--- config.mk ---
export PLATFORM = sky130hd
export DESIGN_NAME = sr_flag_arbiter_flat
export DESIGN_NICKNAME = d
export VERILOG_FILES = /design/src/rtl/sr_flag_pkg.sv /design/src/rtl/sr_flag_arbiter_if.sv /design/src/rtl/sr_flag_arbiter_sr_cell.sv /design/src/rtl/sr_flag_arbiter.sv /design/src/flat_wrapper.sv
export SDC_FILE = /design/constraint.sdc
export NUM_CORES = 1
export LEC_CHECK = 0
export CAP_MARGIN = 10
export CORE_MARGIN = 3
export CORE_UTILIZATION = 43
export CTS_CLUSTER_DIAMETER = 40
export DETAILED_ROUTE_END_ITERATION = 6
export PLACE_DENSITY = 0.77
export SLEW_MARGIN = 20
export SYNTH_ARGS = -nofsm -noshare
export SYNTH_HDL_FRONTEND = slang
export SYNTH_SLANG_ARGS = --single-unit
--- constraint.sdc ---
create_clock -name clk -period 2.1 [get_ports clk]
set_input_delay 0.42 -clock clk [delete_from_list [all_inputs] [get_ports clk]]
set_output_delay 0.42 -clock clk [all_outputs]
set_load 0.005 [all_outputs]
--- src/rtl/sr_flag_pkg.sv ---
// Shared definitions for the SR flag arbiter: op encoding, default sizes,
// the granted-command bundle and a small round-robin helper.
package sr_flag_pkg;

  localparam logic OP_SET = 1'b1;
  localparam logic OP_CLR = 1'b0;

  localparam int DEF_NREQ  = 4;
  localparam int DEF_NFLAG = 8;

  // Widest index the bank supports (NFLAG up to 32).
  localparam int MAX_IDXW = 5;

  // One granted request: operation plus zero-extended flag index.
  typedef struct packed {
    logic                op;
    logic [MAX_IDXW-1:0] idx;
  } flag_cmd_t;

  // Pointer value following requester w in a ring of n requesters.
  function automatic int rr_inc(input int w, input int n);
    return (w + 1 >= n) ? 0 : w + 1;
  endfunction

endpackage

--- src/rtl/sr_flag_arbiter_if.sv ---
// Request/grant bundle between the control agents and the flag arbiter.
interface sr_flag_arbiter_if
  import sr_flag_pkg::*;
#(
  parameter int NREQ = DEF_NREQ,
  parameter int IDXW = $clog2(DEF_NFLAG)
);

  logic [NREQ-1:0]      req;
  logic [NREQ-1:0]      op;
  logic [NREQ*IDXW-1:0] idx;
  logic                 hold;
  logic [NREQ-1:0]      gnt;

  modport master (output req, output op, output idx, output hold, input gnt);
  modport slave  (input req, input op, input idx, input hold, output gnt);

endinterface

--- src/rtl/sr_flag_arbiter_sr_cell.sv ---
// Single synchronous SR status flag; set has priority in the update
// expression but the arbiter never drives s and r together.
module sr_cell (
  input  logic clk,
  input  logic rst,
  input  logic s,
  input  logic r,
  output logic q,
  output logic qb
);

  logic q_q;
  logic q_d;

  // Next state: set, clear or hold.
  always_comb begin
    q_d = q_q;
    if (s) begin
      q_d = 1'b1;
    end else if (r) begin
      q_d = 1'b0;
    end
  end

  // State register.
  always_ff @(posedge clk) begin
    if (rst) begin
      q_q <= 1'b0;
    end else begin
      q_q <= q_d;
    end
  end

  assign q  = q_q;
  assign qb = ~q_q;

endmodule

--- src/rtl/sr_flag_arbiter.sv ---
// Round-robin arbiter turning set/clear requests into single-cycle pulses
// on a bank of SR flags, one command per cycle through a command register.
module sr_flag_arbiter
  import sr_flag_pkg::*;
#(
  parameter int NREQ  = DEF_NREQ,
  parameter int NFLAG = DEF_NFLAG,
  parameter int IDXW  = $clog2(NFLAG)
) (
  input  logic               clk,
  input  logic               rst,
  sr_flag_arbiter_if.slave   bus,
  output logic [NFLAG-1:0]   flags,
  output logic [NFLAG-1:0]   flags_b,
  output logic               err_oor,
  output logic [7:0]         conflict_cnt
);

  localparam int RRW = $clog2(NREQ);

  logic [RRW-1:0]  rr_q, rr_d;
  logic            cmd_v_q, cmd_v_d;
  flag_cmd_t       cmd_q, cmd_d;
  logic            err_oor_q, err_oor_d;
  logic [7:0]      conflict_cnt_q, conflict_cnt_d;

  logic [NREQ-1:0] gnt_c;
  logic [RRW-1:0]  win;
  logic            found;
  logic            grant;
  int              cand;
  flag_cmd_t       sel_cmd;
  logic            conflict;

  logic [NFLAG-1:0] cell_s;
  logic [NFLAG-1:0] cell_r;

  // Pick the first requesting agent at or after the pointer, wrapping.
  always_comb begin
    gnt_c = '0;
    win   = '0;
    found = 1'b0;
    cand  = 0;
    for (int k = 0; k < NREQ; k++) begin
      cand = int'(rr_q) + k;
      if (cand >= NREQ) begin
        cand = cand - NREQ;
      end
      if (!found && bus.req[cand]) begin
        found = 1'b1;
        win   = RRW'(cand);
      end
    end
    grant = found && !bus.hold && !rst;
    if (grant) begin
      gnt_c[win] = 1'b1;
    end
  end

  assign bus.gnt = gnt_c;

  // Extract the winner's op and index into the command bundle.
  always_comb begin
    sel_cmd               = '0;
    sel_cmd.op            = bus.op[win];
    sel_cmd.idx[IDXW-1:0] = bus.idx[int'(win)*IDXW +: IDXW];
  end

  // Flag any pair of pending requests that target one index with opposite ops.
  always_comb begin
    conflict = 1'b0;
    for (int i = 0; i < NREQ; i++) begin
      for (int j = i + 1; j < NREQ; j++) begin
        if (bus.req[i] && bus.req[j] && (bus.op[i] != bus.op[j]) &&
            (bus.idx[i*IDXW +: IDXW] == bus.idx[j*IDXW +: IDXW])) begin
          conflict = 1'b1;
        end
      end
    end
  end

  // Next values for pointer, command stage, error pulse and conflict counter.
  always_comb begin
    rr_d           = rr_q;
    cmd_v_d        = grant;
    cmd_d          = cmd_q;
    err_oor_d      = 1'b0;
    conflict_cnt_d = conflict_cnt_q;
    if (grant) begin
      rr_d      = RRW'(rr_inc(int'(win), NREQ));
      cmd_d     = sel_cmd;
      err_oor_d = (int'(sel_cmd.idx) >= NFLAG);
    end
    if (conflict && (conflict_cnt_q != 8'hFF)) begin
      conflict_cnt_d = conflict_cnt_q + 8'd1;
    end
  end

  // Registers; reset also discards any command in flight.
  always_ff @(posedge clk) begin
    if (rst) begin
      rr_q           <= '0;
      cmd_v_q        <= 1'b0;
      cmd_q          <= '0;
      err_oor_q      <= 1'b0;
      conflict_cnt_q <= '0;
    end else begin
      rr_q           <= rr_d;
      cmd_v_q        <= cmd_v_d;
      cmd_q          <= cmd_d;
      err_oor_q      <= err_oor_d;
      conflict_cnt_q <= conflict_cnt_d;
    end
  end

  assign err_oor      = err_oor_q;
  assign conflict_cnt = conflict_cnt_q;

  // Decode the command into a set or clear strobe on exactly one cell;
  // out-of-range indices match no cell.
  for (genvar gi = 0; gi < NFLAG; gi++) begin : g_cell
    assign cell_s[gi] = cmd_v_q && (cmd_q.op == OP_SET) &&
                        (cmd_q.idx == MAX_IDXW'(gi));
    assign cell_r[gi] = cmd_v_q && (cmd_q.op == OP_CLR) &&
                        (cmd_q.idx == MAX_IDXW'(gi));
    sr_cell u_cell (
      .clk (clk),
      .rst (rst),
      .s   (cell_s[gi]),
      .r   (cell_r[gi]),
      .q   (flags[gi]),
      .qb  (flags_b[gi])
    );
  end

endmodule

--- src/flat_wrapper.sv ---
// flat-port wrapper written by rule: the top's interface ports become plain ports
module sr_flag_arbiter_flat import sr_flag_pkg::*;
#(
  parameter int NREQ  = DEF_NREQ,
  parameter int NFLAG = DEF_NFLAG,
  parameter int IDXW  = $clog2(NFLAG)
)
  (clk, rst, flags, flags_b, err_oor, conflict_cnt, bus_req, bus_op, bus_idx, bus_hold, bus_gnt);
  sr_flag_arbiter_if #(.NREQ(NREQ), .IDXW(IDXW)) bus_i ();
  input  logic clk;
  input  logic rst;
  output logic [NFLAG-1:0] flags;
  output logic [NFLAG-1:0] flags_b;
  output logic err_oor;
  output logic [7:0] conflict_cnt;
  input wire logic [$bits(bus_i.req)-1:0] bus_req;
  input wire logic [$bits(bus_i.op)-1:0] bus_op;
  input wire logic [$bits(bus_i.idx)-1:0] bus_idx;
  input wire logic [$bits(bus_i.hold)-1:0] bus_hold;
  output wire logic [$bits(bus_i.gnt)-1:0] bus_gnt;
  assign bus_i.req = bus_req;
  assign bus_i.op = bus_op;
  assign bus_i.idx = bus_idx;
  assign bus_i.hold = bus_hold;
  assign bus_gnt = bus_i.gnt;
  sr_flag_arbiter #(.NREQ(NREQ), .NFLAG(NFLAG), .IDXW(IDXW)) u_core (.clk(clk), .rst(rst), .bus(bus_i), .flags(flags), .flags_b(flags_b), .err_oor(err_oor), .conflict_cnt(conflict_cnt));
endmodule
==> summary.md <==
| Metric | Value |
|---|---|
| Endpoints failing setup | `2` |
| Wire length after detailed routing | `4350 µm` |
| Gate Count Post-Synth | `213` |
| Core area | `3830 µm²` |
| Hold buffer count at cts | `0` |
| PortBufs | `50` |
| Proportion of synthesized chip area in sequential cells | `25.9%` |
| Final standard cell utilization of the core | `65.9%` |
| Average vias per placed instance | `5.14` |
| Class of the most critical setup path | `register to output pin` |
| Outcome | `complete, but fails checks` |
| H-tree depth | `1` |
| Number of antenna violations at the first check in global routing | `0` |
| Leakage component of the power | `1.06 nW` |
| Dominant register cell in the synthesized netlist | `dfxtp_1` |
| Initial core utilization | `46.4%` |
| CTS sink cnt | `23` |
| CP max stage delay | `400 ps` |
| Data required time of the critical path | `1680 ps` |
| Overall die area | `4940 µm²` |
| Clock tree from TritonCTS | `built` |
| Fraction of layout instances using a drive strength above 1 | `23.8%` |
| Violations in the final reports | `setup timing` |
| Final clock period utilization by the worst path | `100%` |
| Root Buffer Master | `clkbuf_8` |
| Placer Congestion | `0.884` |
| Mean post-synth cell area | `8.34 µm²` |
| Number of nets in the final layout | `302` |
| Post-Synth XOR/XNOR Area | `8.88%` |
| Largest family of logic cells by synthesized area | `simple AND/OR/NAND/NOR gates` |
| Number of nets in the synthesized netlist | `241` |
| Arithmetic-cell share of the synthesized area counting full adders, half adders and majority gates | `3.52%` |
| Pwr dens | `446 nW/µm²` |
| Fin crit period | `2100 ps` |
| Vias in the first global route | `1667` |
| Initial DRC Count | `84` |
| Synth top cells by count | `dfxtp_1 (23), nor2_1 (23), buf_4 (17), mux2i_1 (15), inv_1 (14)` |
| Area fraction in and, or, nand and nor cells after synthesis | `24.2%` |
| Number of synthesized register bits | `23` |
| Worst Skew | `7.14 ps` |
| Yosys warnings | `0` |
| Synth-to-Final Area Change | `42.1%` |
| Clock transition time at the flip-flop clock pins of the worst setup and hold paths | `90 ps` |
| Category of the worst setup path launch point | `register` |
| Number of nets with antenna violations after routing | `0` |
| Worst path buffer plus inverter count | `3` |
| Unrepaired setup endpoints after global routing | `yes` |
| Number of buffers created by CTS | `3` |
| Achievable Freq | `0.476 GHz` |
| Routed wire length per instance | `13.6 µm` |
| Library cell with the largest summed area after synthesis | `dfxtp_1` |
| Total iterations of the first detailed-routing run | `4` |
| Post-route DRC violation count | `0` |
| GRT Total Usage | `18.3%` |
| Cells taking the most area after synthesis | `dfxtp_1 (26%), mux2i_1 (8.5%), buf_4 (7.2%), xor2_1 (4.9%), nor2_1 (4.9%)` |
| Netlist Area Pre-Place | `1780 µm²` |
| Largest fanout of any net on the critical path | `5` |
| Longest Clk Path Bufs | `2` |
| Cell chain of the critical path | `nand2b_1 > a21oi_1 > nor3_1 > buf_4 > inv_4 > ha_2 > and2_4 > buf_6` |
| Clock insertion delay at the later pin of the skew report | `270 ps` |
| Mux contribution to synthesized area | `11.0%` |
| Max-Cap Viols | `0` |
| Slowest stage cell, crit path | `dfxtp_4` |
| Total I/O pin count | `52` |
| Share of synthesized flip-flops with an asynchronous set or reset | `0%` |
| Min-Delay Path Class | `register to register` |
| Worst setup EP type | `output pin` |
| Final total power | `1.12 mW` |
| Largest voltage drop on the vdd net | `286 µV` |
| Wire length of the first global-routing pass | `7570 µm` |
| Vertical die dimension | `70.3 µm` |
| HPWL Detailed | `3210 µm` |
| Number of diodes added for antenna fixing | `0` |
| Count of unique library cells instantiated by Yosys | `42` |
| Cell count of the worst hold path | `2` |
| R2r worst-path depth | `6` |
| Data arrival time of the critical path | `1680 ps` |
| Count of flip-flops with a built-in enable after synthesis | `0` |
| Overflow left after global routing | `0` |
| Number of max-slew violations in the final report | `0` |
| Num rows | `22` |
| Pin count of the biggest net entering global routing | `28` |
| Worst Slack Setup Final | `-1.60 ps` |
| Number of cells on the critical path | `8` |
| Count of fill cells added during filler insertion | `352` |
| Die X-Extent | `70.3 µm` |
| Hold Vio Cnt, Final | `0` |
| Family with the most delay on the worst path | `simple AND/OR/NAND/NOR gates` |
| Area share of the largest cell type after synthesis | `25.9%` |
| Vias | `1649` |
| Synth Area in Compound Gates | `13.7%` |
[routing by layer]
layer / global-route usage [%] / routed length (µm)
met1: 23.9 / 1910
met2: 31.4 / 2200
met3: 3.31 / 183
met4: 3.83 / 60
met5: 0 / 0
[sequential cells by signal, summed over array words and instances (netlist names)]
name                    cells
u_core.cmd_q                4
u_core.cmd_v_q              1
u_core.conflict_cnt         8
u_core.g_cell.u_cell.q      8
u_core.rr_q                 2
[layout make-up]
cell class                      count  area [µm²]  area share (%)
Clock buffer                        3        41.3            1.64
Timing Repair Buffer               82         731            29.0
Tap cell                           48        60.1            2.38
Sequential cell                    23         464            18.4
Multi-Input combinational cell    148        1160            45.9
Clock inverter                      1        5.00           0.198
Inverter                           16        62.6            2.48
[through the flow]
stage	worst slack, ps	instance area [µm²]	hold WS [ps]	setup TNS [ps]	instances
2_1_floorplan	77.3	1780	484	0	213
3_3_place_gp	-565	2360	488	-4900	309
3_5_place_dp	-590	2360	502	-5300	309
4_1_cts	-29.1	2450	515	-55.1	319
5_1_grt	-99.2	2520	562	-289	321
6_report	-1.60	2520	512	-2.98	321
[cell usage in the layout (no fill, tap or decap), drive strengths merged, types with 8 or more instances in the layout]
cell,instances
dfxtp,23
mux2i,15
dlygate4sd2,17
nand2,8
nor3,12
buf,36
xor2,10
inv,16
clkdlybuf4s50,26
xnor2,8
nor2,24
a21oi,10
[worst register-to-register path, delay by kind of cell, from the launching register on]
family / cells / cell delay [ps]
multiplexers: 1 / 340
adder cells (fa/ha/maj): 1 / 220
flip-flops: 1 / 350
AND/OR/NAND/NOR: 4 / 750
[where the power goes]
group / internal, mW / switching (mW)
sequential: 0.455 / 0.0278
combinational: 0.192 / 0.171
clock: 0.133 / 0.146
total: 0.779 / 0.345
[logic make-up after synthesis]
family | count (synthesis)
buf+inv | 42
mux | 19
fa+ha+maj | 5
compound gates | 28
flops | 23
simple gates | 77
other cells | 1
xor+xnor | 18
[path summary, 6_finish.rpt]
check / start / endpoint / slack [ps]
worst max-delay path: u_core.rr_q[1] / bus_gnt[0] / -2
worst min-delay path: u_core.conflict_cnt[7] / u_core.conflict_cnt[7] / 510
worst max register to register: u_core.conflict_cnt[0] / u_core.conflict_cnt[4] / 320
worst min register to register: u_core.conflict_cnt[7] / u_core.conflict_cnt[7] / 510
[timing repair]
item,in CTS,in global routing
endpoints found under the setup margin,10,4
pin swaps,10,3
setup buffers,6,2
resized for setup,51,13
gates cloned,0,0
No activity file was read; power rests on OpenSTA's default activity.
